[config.mk]
export PLATFORM = sky130hd
export DESIGN_NAME = spi_master_ctrl
export DESIGN_NICKNAME = d
export VERILOG_FILES = /design/src/rtl/spi_pkg.sv /design/src/rtl/spi_master_shift.sv /design/src/rtl/spi_master_ctrl.sv
export SDC_FILE = /design/constraint.sdc
export NUM_CORES = 1
export LEC_CHECK = 0
export ABC_AREA = 1
export BUFFER_PORTS_ARGS = -buffer_cell sky130_fd_sc_hd__buf_2
export CAP_MARGIN = 20
export CORE_MARGIN = 10
export CORE_UTILIZATION = 57
export DETAILED_ROUTE_END_ITERATION = 10
export GPL_TIMING_DRIVEN = 1
export PLACE_DENSITY = 0.87
export SYNTH_ARGS = -nofsm -noshare
export SYNTH_HDL_FRONTEND = slang
export SYNTH_SLANG_ARGS = --single-unit
[constraint.sdc]
create_clock -name clk -period 1.94 [get_ports clk]
set_clock_uncertainty 0.15 [all_clocks]
set_input_delay 0.388 -clock clk [delete_from_list [all_inputs] [get_ports clk]]
set_output_delay 0.388 -clock clk [all_outputs]
set_load 0.03 [all_outputs]
[src/rtl/spi_pkg.sv]
// Shared definitions for the SPI master sequencer: frame command codes,
// frame geometry and the controller state encoding.
package spi_pkg;

  localparam logic [1:0] CMD_WR_ADDR = 2'b00;
  localparam logic [1:0] CMD_WR_DATA = 2'b01;
  localparam logic [1:0] CMD_RD_ADDR = 2'b10;
  localparam logic [1:0] CMD_RD_DATA = 2'b11;

  localparam int         FRAME_BITS = 10;
  localparam int         RX_BITS    = 8;
  localparam logic [7:0] DUMMY_BYTE = 8'hFF;

  localparam logic [3:0] SHIFT_LAST = 4'(FRAME_BITS - 1);
  localparam logic [3:0] RECV_LAST  = 4'(RX_BITS - 1);

  typedef enum logic [2:0] {
    IDLE,
    SEL,
    SHIFT,
    WAIT_RX,
    RECV,
    GAP
  } state_t;

  // A request is always two frames: address first, then data.
  function automatic logic [1:0] frame_cmd(input logic is_write, input logic second);
    logic [1:0] cmd;
    if (is_write) cmd = second ? CMD_WR_DATA : CMD_WR_ADDR;
    else          cmd = second ? CMD_RD_DATA : CMD_RD_ADDR;
    return cmd;
  endfunction

endpackage

[src/rtl/spi_master_shift.sv]
// MOSI parallel-load shifter (MSB first) and MISO capture register,
// strobed by the controller FSM.
module spi_master_shift
  import spi_pkg::*;
(
  input  logic                  clk,
  input  logic                  rst_n,
  input  logic                  load,
  input  logic [FRAME_BITS-1:0] load_word,
  input  logic                  shift,
  input  logic                  capture,
  input  logic                  miso,
  output logic                  mosi_bit,
  output logic [7:0]            rx_byte
);

  logic [FRAME_BITS-1:0] tx_reg;

  // Loading a new frame also discards any stale capture.
  always_ff @(posedge clk) begin
    if (!rst_n) begin
      tx_reg  <= '0;
      rx_byte <= '0;
    end else begin
      if (load)       tx_reg <= load_word;
      else if (shift) tx_reg <= {tx_reg[FRAME_BITS-2:0], 1'b0};

      if (load)         rx_byte <= '0;
      else if (capture) rx_byte <= {rx_byte[6:0], miso};
    end
  end

  assign mosi_bit = tx_reg[FRAME_BITS-1];

endmodule

[src/rtl/spi_master_ctrl.sv]
// Master-side sequencer: turns one write/read request into the two-frame
// SS_n/MOSI sequence for the SPI RAM slave and returns captured read data.
module spi_master_ctrl
  import spi_pkg::*;
#(
  parameter int ADDR_SIZE  = 8,
  parameter int READ_WAIT  = 2,
  parameter int GAP_CYCLES = 1
) (
  input  logic                 clk,
  input  logic                 rst_n,
  input  logic                 req_valid,
  output logic                 req_ready,
  input  logic                 req_write,
  input  logic [ADDR_SIZE-1:0] req_addr,
  input  logic [7:0]           req_wdata,
  output logic                 rsp_valid,
  output logic [7:0]           rsp_rdata,
  output logic                 busy,
  output logic                 SS_n,
  output logic                 MOSI,
  input  logic                 MISO
);

  if (ADDR_SIZE != 8) begin : g_bad_addr_size
    $error("spi_master_ctrl: ADDR_SIZE must be 8");
  end
  if (GAP_CYCLES < 1) begin : g_bad_gap
    $error("spi_master_ctrl: GAP_CYCLES must be at least 1");
  end

  localparam int WAIT_W = (READ_WAIT < 2) ? 1 : $clog2(READ_WAIT);
  localparam int GAP_W  = $clog2(GAP_CYCLES + 1);
  localparam logic [WAIT_W-1:0] WAIT_LAST = (READ_WAIT > 0) ? WAIT_W'(READ_WAIT - 1) : '0;
  localparam logic [GAP_W-1:0]  GAP_LAST  = GAP_W'(GAP_CYCLES);

  state_t                 state;
  logic                   is_write;
  logic                   second;
  logic [ADDR_SIZE-1:0]   addr_q;
  logic [7:0]             wdata_q;
  logic [3:0]             bit_cnt;
  logic [WAIT_W-1:0]      wait_cnt;
  logic [GAP_W-1:0]       gap_cnt;

  logic [1:0]             cur_cmd;
  logic [7:0]             payload;
  logic [FRAME_BITS-1:0]  load_word;
  logic                   rd_data_frame;
  logic                   mosi_bit;
  logic [7:0]             rx_byte;

  always_comb begin
    cur_cmd = frame_cmd(is_write, second);
    payload = addr_q;
    if (second) payload = is_write ? wdata_q : DUMMY_BYTE;
  end

  assign load_word     = {cur_cmd, payload};
  assign rd_data_frame = (cur_cmd == CMD_RD_DATA);
  assign req_ready     = (state == IDLE);

  spi_master_shift u_shift (
    .clk       (clk),
    .rst_n     (rst_n),
    .load      (state == SEL),
    .load_word (load_word),
    .shift     (state == SHIFT),
    .capture   (state == RECV),
    .miso      (MISO),
    .mosi_bit  (mosi_bit),
    .rx_byte   (rx_byte)
  );

  // The first GAP edge closes the frame; the GAP state holds SS_n high
  // until the gap counter expires, then starts frame two or retires.
  always_ff @(posedge clk) begin
    if (!rst_n) begin
      state     <= IDLE;
      is_write  <= 1'b0;
      second    <= 1'b0;
      addr_q    <= '0;
      wdata_q   <= '0;
      bit_cnt   <= '0;
      wait_cnt  <= '0;
      gap_cnt   <= '0;
      SS_n      <= 1'b1;
      MOSI      <= 1'b0;
      rsp_valid <= 1'b0;
      rsp_rdata <= 8'h00;
      busy      <= 1'b0;
    end else begin
      rsp_valid <= 1'b0;
      case (state)
        IDLE: begin
          SS_n <= 1'b1;
          MOSI <= 1'b0;
          if (req_valid) begin
            is_write <= req_write;
            addr_q   <= req_addr;
            wdata_q  <= req_wdata;
            second   <= 1'b0;
            bit_cnt  <= '0;
            wait_cnt <= '0;
            gap_cnt  <= '0;
            busy     <= 1'b1;
            state    <= SEL;
          end
        end

        SEL: begin
          SS_n    <= 1'b0;
          MOSI    <= cur_cmd[1];
          bit_cnt <= '0;
          state   <= SHIFT;
        end

        SHIFT: begin
          MOSI <= mosi_bit;
          if (bit_cnt == SHIFT_LAST) begin
            bit_cnt <= '0;
            if (!rd_data_frame)  state <= GAP;
            else if (READ_WAIT == 0) state <= RECV;
            else                 state <= WAIT_RX;
          end else begin
            bit_cnt <= bit_cnt + 4'd1;
          end
        end

        WAIT_RX: begin
          MOSI <= 1'b0;
          if (wait_cnt == WAIT_LAST) begin
            wait_cnt <= '0;
            state    <= RECV;
          end else begin
            wait_cnt <= wait_cnt + 1'b1;
          end
        end

        RECV: begin
          MOSI <= 1'b0;
          if (bit_cnt == RECV_LAST) begin
            bit_cnt <= '0;
            state   <= GAP;
          end else begin
            bit_cnt <= bit_cnt + 4'd1;
          end
        end

        GAP: begin
          SS_n <= 1'b1;
          MOSI <= 1'b0;
          if (gap_cnt == '0 && rd_data_frame) begin
            rsp_valid <= 1'b1;
            rsp_rdata <= rx_byte;
          end
          if (gap_cnt == GAP_LAST) begin
            gap_cnt <= '0;
            if (!second) begin
              second <= 1'b1;
              state  <= SEL;
            end else begin
              busy  <= 1'b0;
              state <= IDLE;
            end
          end else begin
            gap_cnt <= gap_cnt + 1'b1;
          end
        end

        default: state <= IDLE;
      endcase
    end
  end

endmodule

After elaboration in Yosys (flattened, before gate mapping)

Cells that the tools add are included.

Output and inout bits: 13
Bits in registers: 57

$add $sub $neg: 3
Multiplexer cells: 33
Equal/unequal tests: 14
Bitwise operators: 2
Reductions and logical operators: 20

Operators with widths:

| kind                                                            | number |
|---|---|
| 10-bit 2-to-1 mux                                               | 2 |
| 3-bit 2-to-1 mux                                                | 6 |
| 3-bit case mux with 6 select lines                              | 1 |
| 8-bit 2-to-1 mux                                                | 2 |
| 4-bit case mux with 4 select lines                              | 1 |
| 4-bit 2-to-1 mux                                                | 3 |
| 2-bit inequality test, second input constant                    | 6 |
| 2-bit AND reduction                                             | 6 |
| 1-bit 2-to-1 mux                                                | 11 |
| 1-bit case mux with 2 select lines                              | 5 |
| 2-bit nonzero test                                              | 4 |
| 3-bit by 2-bit == test with 1-bit output, second input constant | 2 |
| 3-bit == test, second input constant                            | 2 |
| 5-bit AND reduction                                             | 1 |
| 4-bit by 1-bit adder with 4-bit output, second input constant   | 1 |
| 4-bit by 3-bit == test with 1-bit output, second input constant | 1 |
| 4-bit == test, second input constant                            | 1 |
| 4-bit AND reduction                                             | 1 |
| 4-bit nonzero test                                              | 1 |
| 2-bit OR reduction                                              | 2 |
| 4-bit OR reduction                                              | 1 |
| 3-bit by 1-bit == test with 1-bit output, second input constant | 1 |
| 3-bit zero test                                                 | 1 |
| 1-bit case mux with 3 select lines                              | 1 |
| other kinds (7)                                                 | 9 |

Logic depth before layout (Yosys ltp)

Gate-level depths: netlist of run 1.

Word-level depth: 6
Gate-level depth with buffers: 9
Mapped depth without buffers: 9

Cells and area by module

Synthesis of run 1 repeated with hierarchy kept, for this count alone.

Cells, all modules: 359
Area total of the unflattened synthesis: 2,588.7 µm²

By module, submodules not included:

| module           | cells an instance | times used | area each (µm²) |
|---|---|---|---|
| spi_master_ctrl  | 251               | 1          | 1,816.7 |
| spi_master_shift | 108               | 1          | 772.0 |

Least setup slack after synthesis of run 1

Ideal clock, no wire load.

Kind: flip-flop to flip-flop
From: reg state[2]
To: reg wait_cnt
Data arrival time: 1,228 ps
Path slack: 441 ps
Cell stages (with the launch flop): 10
Library setup time: 121 ps
Required time: 1,669 ps
Period minus slack after synthesis: 1,499 ps
Cell sequence: dfxtp_1 > buf_6 > nor2_8 > inv_2 > nor2_4 > nand2_2 > buf_6 > buf_6 > nand3_1 > a21oi_1

Cells in the longest elaborated chain, start to end: 3
Elaborated cells on any way between the ends: 6
Those cells by class: 2 x eq/ne; 1 x mux; 3 x reduce/logical

Ends and longest elaborated chain:

| what                                                                         | line                   | RTL |
|---|---|---|
| start, declared                                                              | spi_master_ctrl.sv:37  | `state_t state;` |
| start signal, assigned                                                       | spi_master_ctrl.sv:79  | `state <= IDLE;` |
| start signal, assigned                                                       | spi_master_ctrl.sv:107 | `state <= SEL;` |
| start signal, assigned                                                       | spi_master_ctrl.sv:115 | `state <= SHIFT;` |
| 3-bit zero test (*)                                                          | -                      |  |
| net req_ready                                                                | spi_master_ctrl.sv:13  | `output logic req_ready,` |
| 2-bit inequality test (no line) / 2-bit nonzero test (equally long branches) | -                      |  |
| 2-bit AND reduction (no line)                                                | -                      |  |
| end signal, assigned                                                         | spi_master_ctrl.sv:136 | `wait_cnt <= wait_cnt + 1'b1;` |
| end, declared                                                                | spi_master_ctrl.sv:43  | `logic [WAIT_W-1:0] wait_cnt;` |

The timed path passes the listed nets; every way through them passes the cells marked *.
A chain may end at the register's enable or synchronous reset.

Worst setup path after layout of run 1

From: reg state[2]
To: out req_ready

Cells in the longest elaborated chain, start to end: 1

Ends and longest elaborated chain:

| what            | line                  | RTL |
|---|---|---|
| 3-bit zero test | spi_master_ctrl.sv:61 | `assign req_ready = (state == IDLE);` |
| end, declared   | spi_master_ctrl.sv:13 |  |

No other way between the ends.

==> reports/metrics.csv, run 1 <==
stage,metric,value,unit
outcome,status,finished clean,
logic_synthesis,synthArstFlopShare,0,%
cts,ctsRootBufferMaster,clkbuf_8,
sta,finalSetupTns,0,ns
final_layout,nFillCells,394,
setup_path,worstPathMaxFanout,8,
cts,clkSlewWorstSetupHoldPaths,0.07,ns
sta,rsz0062_at_grt,no,
grt,grt_first_pass_wirelength,9710,um
detailed_routing,wl_per_cell,12.7,um
placed_design,placed_area,2740,um^2
cts,cts_resized,0,
cts,postCtsHoldBufs,0,
detailed_routing,final_antenna_net_count,0,
logic_synthesis,ys.warnings.count,0,
hold_path,hold_path.class,input port to register,
logic_synthesis,netlist_area,2540,um^2
setup_path,cpPeakStageDelay,0.44,ns
detailed_routing,vias,2311,
logic_synthesis,synthTopCellsByArea,"dfxtp_1 (45%), a21oi_1 (8.5%), nand2_1 (8.1%), o21ai_0 (7.5%), nor2_1 (6.5%)",
setup_path,crit_family,flip-flops,
power,p_leak,0.00134,uW
sta,finalCritPeriodShare,95.1,%
cts,htreeDepth,3,
grt,track_usage,15.9,%
power,powerDensity,1410,nW/um^2
die,fp-row-count,24,
placed_design,place_hpwl,3910,um
grt,overflow,0,
detailed_routing,drc,0,
die,dieWidth,86.8,um
sta,slew_headroom,71.4,%
die,die_area,7530,um^2
cts,clock_latency,0.33,ns
cts,max-clock-path-buffers,2,
final_layout,layoutNonFillerInstCount,441,
setup_path,slowest_stage,dfxtp_1,
cts,clock-sinks,57,
logic_synthesis,ys.flop_type,dfxtp_1,
setup_path,crit_type,register to output port,
final_layout,nets,407,
logic_synthesis,synth.net_count,370,
logic_synthesis,synth_top_cell_area_share,44.9,%
final_layout,design_area,2930,um^2
detailed_routing,drtIter0Drc,186,
die,die_y,86.8,um
die,floorplan.initialDensity,58.8,%
placed_design,gp_congestion,0.882,
logic_synthesis,synth.avg_cell_area,7.32,um^2
power,vdd_drop_max,936,uV
sta,layout_min_cycle_time,1.84,ns
setup_path,start_kind,register,
sta,max_freq,542,MHz
sta,slew_violations,0,
grt,grt_pass1_vias,2223,
die,core,4320,um^2
detailed_routing,via_per_inst,5.24,
final_layout,drive_gt1_share,18.8,%
setup_path,crit_path_cell_trace,nor2_8 -> inv_2 -> nor2_4 -> buf_2,
detailed_routing,drt_wl_total,5610,um
logic_synthesis,synth_edf_count,0,
die,ios,34,
logic_synthesis,synth_cell_type_count,28,
placed_design,place_inst,425,
setup_path,cp-end-kind,output port,
setup_path,cp.required,1.40,ns
setup_path,cp.arrival,1.31,ns
final_layout,syn_to_final_growth,15.5,%
final_layout,seq_area,1140,um^2
run,drv_cap,0,
sta,tightest_slew,0.429,ns
setup_path,cp.buffers_inverters,2,
cts,numCtsBuffers,9,
final_layout,multi_input_area,1110,um^2
cts,postCtsSetupRepairBufs,0,
detailed_routing,dr.pass1.iters,5,
placed_design,io_buffers,33,
final_layout,insertedDiodeCount,0,
grt,antenna_found_initial,0,
cts,cts_tree,done,
logic_synthesis,ys_seq_area_share,44.9,%
grt,grt_max_degree,39,
sta,setup_viol,0,
logic_synthesis,synth_top_area_cell,dfxtp_1,
logic_synthesis,netlist_instances,347,
sta,hold_viol_final,0,
logic_synthesis,synth-seq-cells,57,
setup_path,rrSetupSlack,0.27,ns
final_layout,largest_reg_flops,10,
-- cells by family after synthesis --
| kind of cell | synth area share (%) |
|---|---|
| AOI/OAI and AO/OA | 16.9 |
| xor gates and xnor gates | 0.689 |
| adders and majority gates | 0.985 |
| buffers and inverters | 11.3 |
| DFF | 44.9 |
| and+or+nand+nor | 25.2 |
-- cells in the mapped netlist, types with 2 or more instances --
master	count
nand3_1	26
o21ai_2	2
nor2_1	44
nand2_1	55
buf_2	3
inv_2	2
buf_1	2
nor2_4	3
inv_1	40
nand4_1	2
clkinv_1	2
a21oi_1	43
dfxtp_1	57
ha_1	2
o21ai_0	38
nand2_2	5
or2_0	4
buf_6	7
-- cells in the final DEF, fill, tap and decap left out, types with 3 or more instances in the layout --
cell type / count
dfxtp_1: 57
nand2_1: 55
nor2_1: 44
a21oi_1: 43
inv_1: 40
o21ai_0: 38
buf_2: 33
nand3_1: 26
clkbuf_8: 10
buf_4: 6
nand2_2: 5
clkinv_2: 5
or2_0: 4
nor2_4: 3
-- worst paths after layout --
check | from | endpoint | cells past startpoint
setup / recovery | state[2] | req_ready | 4
hold / removal | MISO | u_shift.rx_byte[0] | 3
setup reg to reg | state[2] | bit_cnt[3] | 6
hold reg to reg | wdata_q[0] | wdata_q[0] | 2
-- power breakdown --
group | leakage, uW | switching [uW] | total, uW | internal, uW
logic | 0.000770 | 983 | 1500 | 520
registers | 0.000465 | 149 | 1550 | 1400
clock network | 0.000102 | 470 | 1090 | 618
total | 0.00134 | 1600 | 4140 | 2540
-- area by class of cell --
type,instances,share of cell area [%]
repair buffers,41,8.53
flip-flops and latches,57,38.9
multi-input cells,230,37.9
inverters,45,5.80
well taps,52,2.22
clock buffers,10,4.69
clock inverters,6,1.96
-- routing by layer --
metal	track usage, %	wire [um]	share of wire [%]
met1	18.9	2500	45
met2	25.0	2660	47
met3	5.72	332	5.9
met4	7.07	119	2.1
met5	0	0	0
-- stage by stage --
| stage | setup slack [ns] | total power (uW) | hold slack [ns] | utilization, % |
|---|---|---|---|---|
| 2_1_floorplan | 0.441 | 2770 | 0.280 | - |
| 3_3_place_gp | 0.369 | 2990 | 0.289 | 63.3 |
| 3_5_place_dp | 0.312 | 3050 | 0.299 | 63.3 |
| 4_1_cts | 0.0843 | 4160 | 0.131 | 67.9 |
| 5_1_grt | 0.0328 | 4420 | 0.152 | 67.9 |
| 6_report | 0.0956 | 4140 | 0.149 | 67.9 |
-- worst register-to-register path, cell delays in order (launching register included) --
cell and delay [ns]:
dfxtp_1 0.58, inv_2 0.12, nand3_1 0.15, nand2_2 0.15, o21ai_2 0.23, nand2_1 0.08, a21oi_1 0.12
Power figures use the tool's default switching activity.
==> inputs of run 2 (changes only) <==
Settings changed: BUFFER_PORTS_ARGS -buffer_cell sky130_fd_sc_hd__buf_2 to not set, CAP_MARGIN 20 to 10, CORE_UTILIZATION 57 to 62, DONT_BUFFER_PORTS set to 1, PLACE_DENSITY 0.87 to 0.86, RECOVER_POWER set to 25.
==> run 2 against run 1 <==
Compared with the run above:
- non-clock buffer count is 32 lower
- maximum frequency is 1.6% higher
- routed wire length down 4.9%
- power decreased by 0.32%
- register-to-register slack got worse by 0.02 ns
- sequential power grew 3%
- combinational power is 7% lower
- count of clock-buffer cells in the layout increased by 4
- clock power is 5% higher
- flip-flop and latch count unchanged
- critical path depth shrank 1
- sequential share of layout area up 2.4 points
- critical path type unchanged
==> reports/metrics.csv, run 2 (synthesis gave the netlist of run 1 again) <==
stage,metric,value,unit,change
die,floorplan.initialDensity,64.0,%,+5.2 points
cts,max-clock-path-buffers,2,,unchanged
die,dieWidth,84.0,um,-3.2%
sta,layout_min_cycle_time,1.82,ns,-0.0294 ns
detailed_routing,vias,2162,,-6.4%
final_layout,syn_to_final_growth,8.76,%,
final_layout,final_util,69.6,%,+1.7 points
die,die_area,7060,um^2,-6.2%
detailed_routing,via_per_inst,5.31,,+1.4%
final_layout,insertedDiodeCount,0,,unchanged
setup_path,cp.required,1.40,ns,about the same
grt,grt_first_pass_wirelength,9030,um,-7.0%
setup_path,crit_family,flip-flops,,
sta,slew_headroom,71.0,%,-0.34 points
setup_path,cp.buffers_inverters,2,,unchanged
setup_path,rr_startpoint,state[2],,
hold_path,hold_path.class,input port to register,,
detailed_routing,drt_wl_total,5340,um,-4.9%
power,vdd_drop_max,839,uV,-10%
sta,hold_viol_final,0,,unchanged
cts,clock_latency,0.33,ns,about the same
sta,setup_viol,0,,unchanged
setup_path,crit_top_cell,buf_4,,
die,fp-row-count,23,,-4.2%
setup_path,cp-end-kind,output port,,
grt,track_usage,15.4,%,-0.49 points
final_layout,design_area,2760,um^2,-5.8%
detailed_routing,final_antenna_net_count,0,,unchanged
setup_path,cpPeakStageDelay,0.52,ns,+0.08 ns
setup_path,slowest_stage,dfxtp_1,,
setup_path,crit_type,register to output port,,
sta,finalCritPeriodShare,93.6,%,-1.5 points
hold_path,hold_path.startpoint,rst_n,,
cts,numCtsBuffers,9,,unchanged
grt,overflow,0,,unchanged
detailed_routing,dr.pass1.iters,5,,unchanged
sta,max_freq,551,MHz,+1.6%
final_layout,drive_gt1_share,10.6,%,-8.1 points
final_layout,multi_input_area,1110,um^2,unchanged
detailed_routing,drc,0,,unchanged
final_layout,nets,375,,-7.9%
cts,postCtsSetupRepairBufs,0,,unchanged
run,drv_cap,0,,unchanged
cts,clock-sinks,57,,unchanged
outcome,status,finished clean,,
grt,grt_pass1_vias,1960,,-12%
sta,finalSetupTns,0,ns,unchanged
cts,htreeDepth,3,,unchanged
grt,grt_max_degree,41,,+5.1%
setup_path,cp.arrival,1.28,ns,-0.03 ns
final_layout,seq_area,1140,um^2,unchanged
grt,antenna_found_initial,0,,unchanged
setup_path,crit_path_cell_trace,buf_4 -> nor2_4 -> buf_4,,
final_layout,nFillCells,317,,-20%
final_layout,layout_common_cells,"dfxtp_1 (57), nand2_1 (55), nor2_1 (44), a21oi_1 (43), inv_1 (40)",,
placed_design,gp_congestion,0.940,,+6.6%
die,die_y,84.0,um,-3.2%
final_layout,layout_commonest_cell,dfxtp_1,,
sta,slew_violations,0,,unchanged
placed_design,placed_area,2560,um^2,-6.6%
sta,rsz0062_at_grt,no,,
setup_path,worstPathMaxFanout,6,,-2
cts,clkSlewWorstSetupHoldPaths,0.06,ns,about the same
setup_path,cp-startpoint,state[0],,
placed_design,place_hpwl,3740,um,-4.4%
die,core,3970,um^2,-8.2%
cts,ctsRootBufferMaster,clkbuf_8,,
die,ios,34,,unchanged
detailed_routing,wl_per_cell,13.1,um,+3.0%
cts,cts_tree,done,,
detailed_routing,drtIter0Drc,287,,+54%
placed_design,io_buffers,0,,-100%
power,powerDensity,1490,nW/um^2,+5.8%
setup_path,start_kind,register,,
power,p_leak,0.00119,uW,-11%
final_layout,largest_reg_flops,10,,unchanged
sta,tightest_slew,0.434,ns,+0.00502 ns
==> run 2: changes by cell type in the layout (fill, tap and decap cells not counted) <==
cell	before	now
buf_12	2	0
buf_2	33	0
buf_4	6	7
clkbuf_1	0	2
clkbuf_4	0	1
clkbuf_8	10	12
clkinv_2	5	2
clkinvlp_4	1	0
dlygate4sd3_1	0	1
==> run 2: final timing paths <==
check | endpoint | slack [ns] | cells past startpoint
hold / removal | u_shift.tx_reg[2] | 0.03 | 2
setup reg to reg | rsp_rdata[6] | 0.25 | 5
hold reg to reg | addr_q[5] | 0.30 | 2
setup / recovery | req_ready | 0.12 | 3
==> run 2: cell type report <==
cell class,count,share of cell area (%)
flip-flops and latches,57,41.3
multi-input cells,230,40.2
clock buffers,14,6.25
inverters,45,6.16
repair buffers,9,2.54
well taps,50,2.26
clock inverters,2,1.27
==> run 2: per-layer routing <==
metal	vias up	share of wire, %	wire [um]	global-route usage (%)
li1	1127	-	-	-
met1	956	46	2440	18.1
met2	67	46	2480	24.2
met3	12	6.0	319	6.15
met4	0	1.9	101	5.94
met5	-	0	0	0
==> run 2: where the power goes <==
| group | switching (uW) | total (uW) | internal [uW] |
|---|---|---|---|
| logic | 914 | 1390 | 478 |
| registers | 195 | 1600 | 1400 |
| clock network | 441 | 1140 | 697 |
| total | 1550 | 4130 | 2580 |
==> run 2: metrics by stage <==
stage	setup WS (ns)	hold slack [ns]	cells	total power, uW
6_report	0.125	0.0255	407	4130
5_1_grt	0.0342	0.00529	407	4400
4_1_cts	0.123	0.00381	407	4150
3_5_place_dp	0.303	0.299	390	3010
3_3_place_gp	0.344	0.290	390	2960
2_1_floorplan	0.441	0.280	347	2770
==> run 2: repair_timing <==
item                                   4_1_cts  5_1_grt
hold buffers                                 1        0
resized for setup                            0        0
endpoints found under the hold margin        2        0
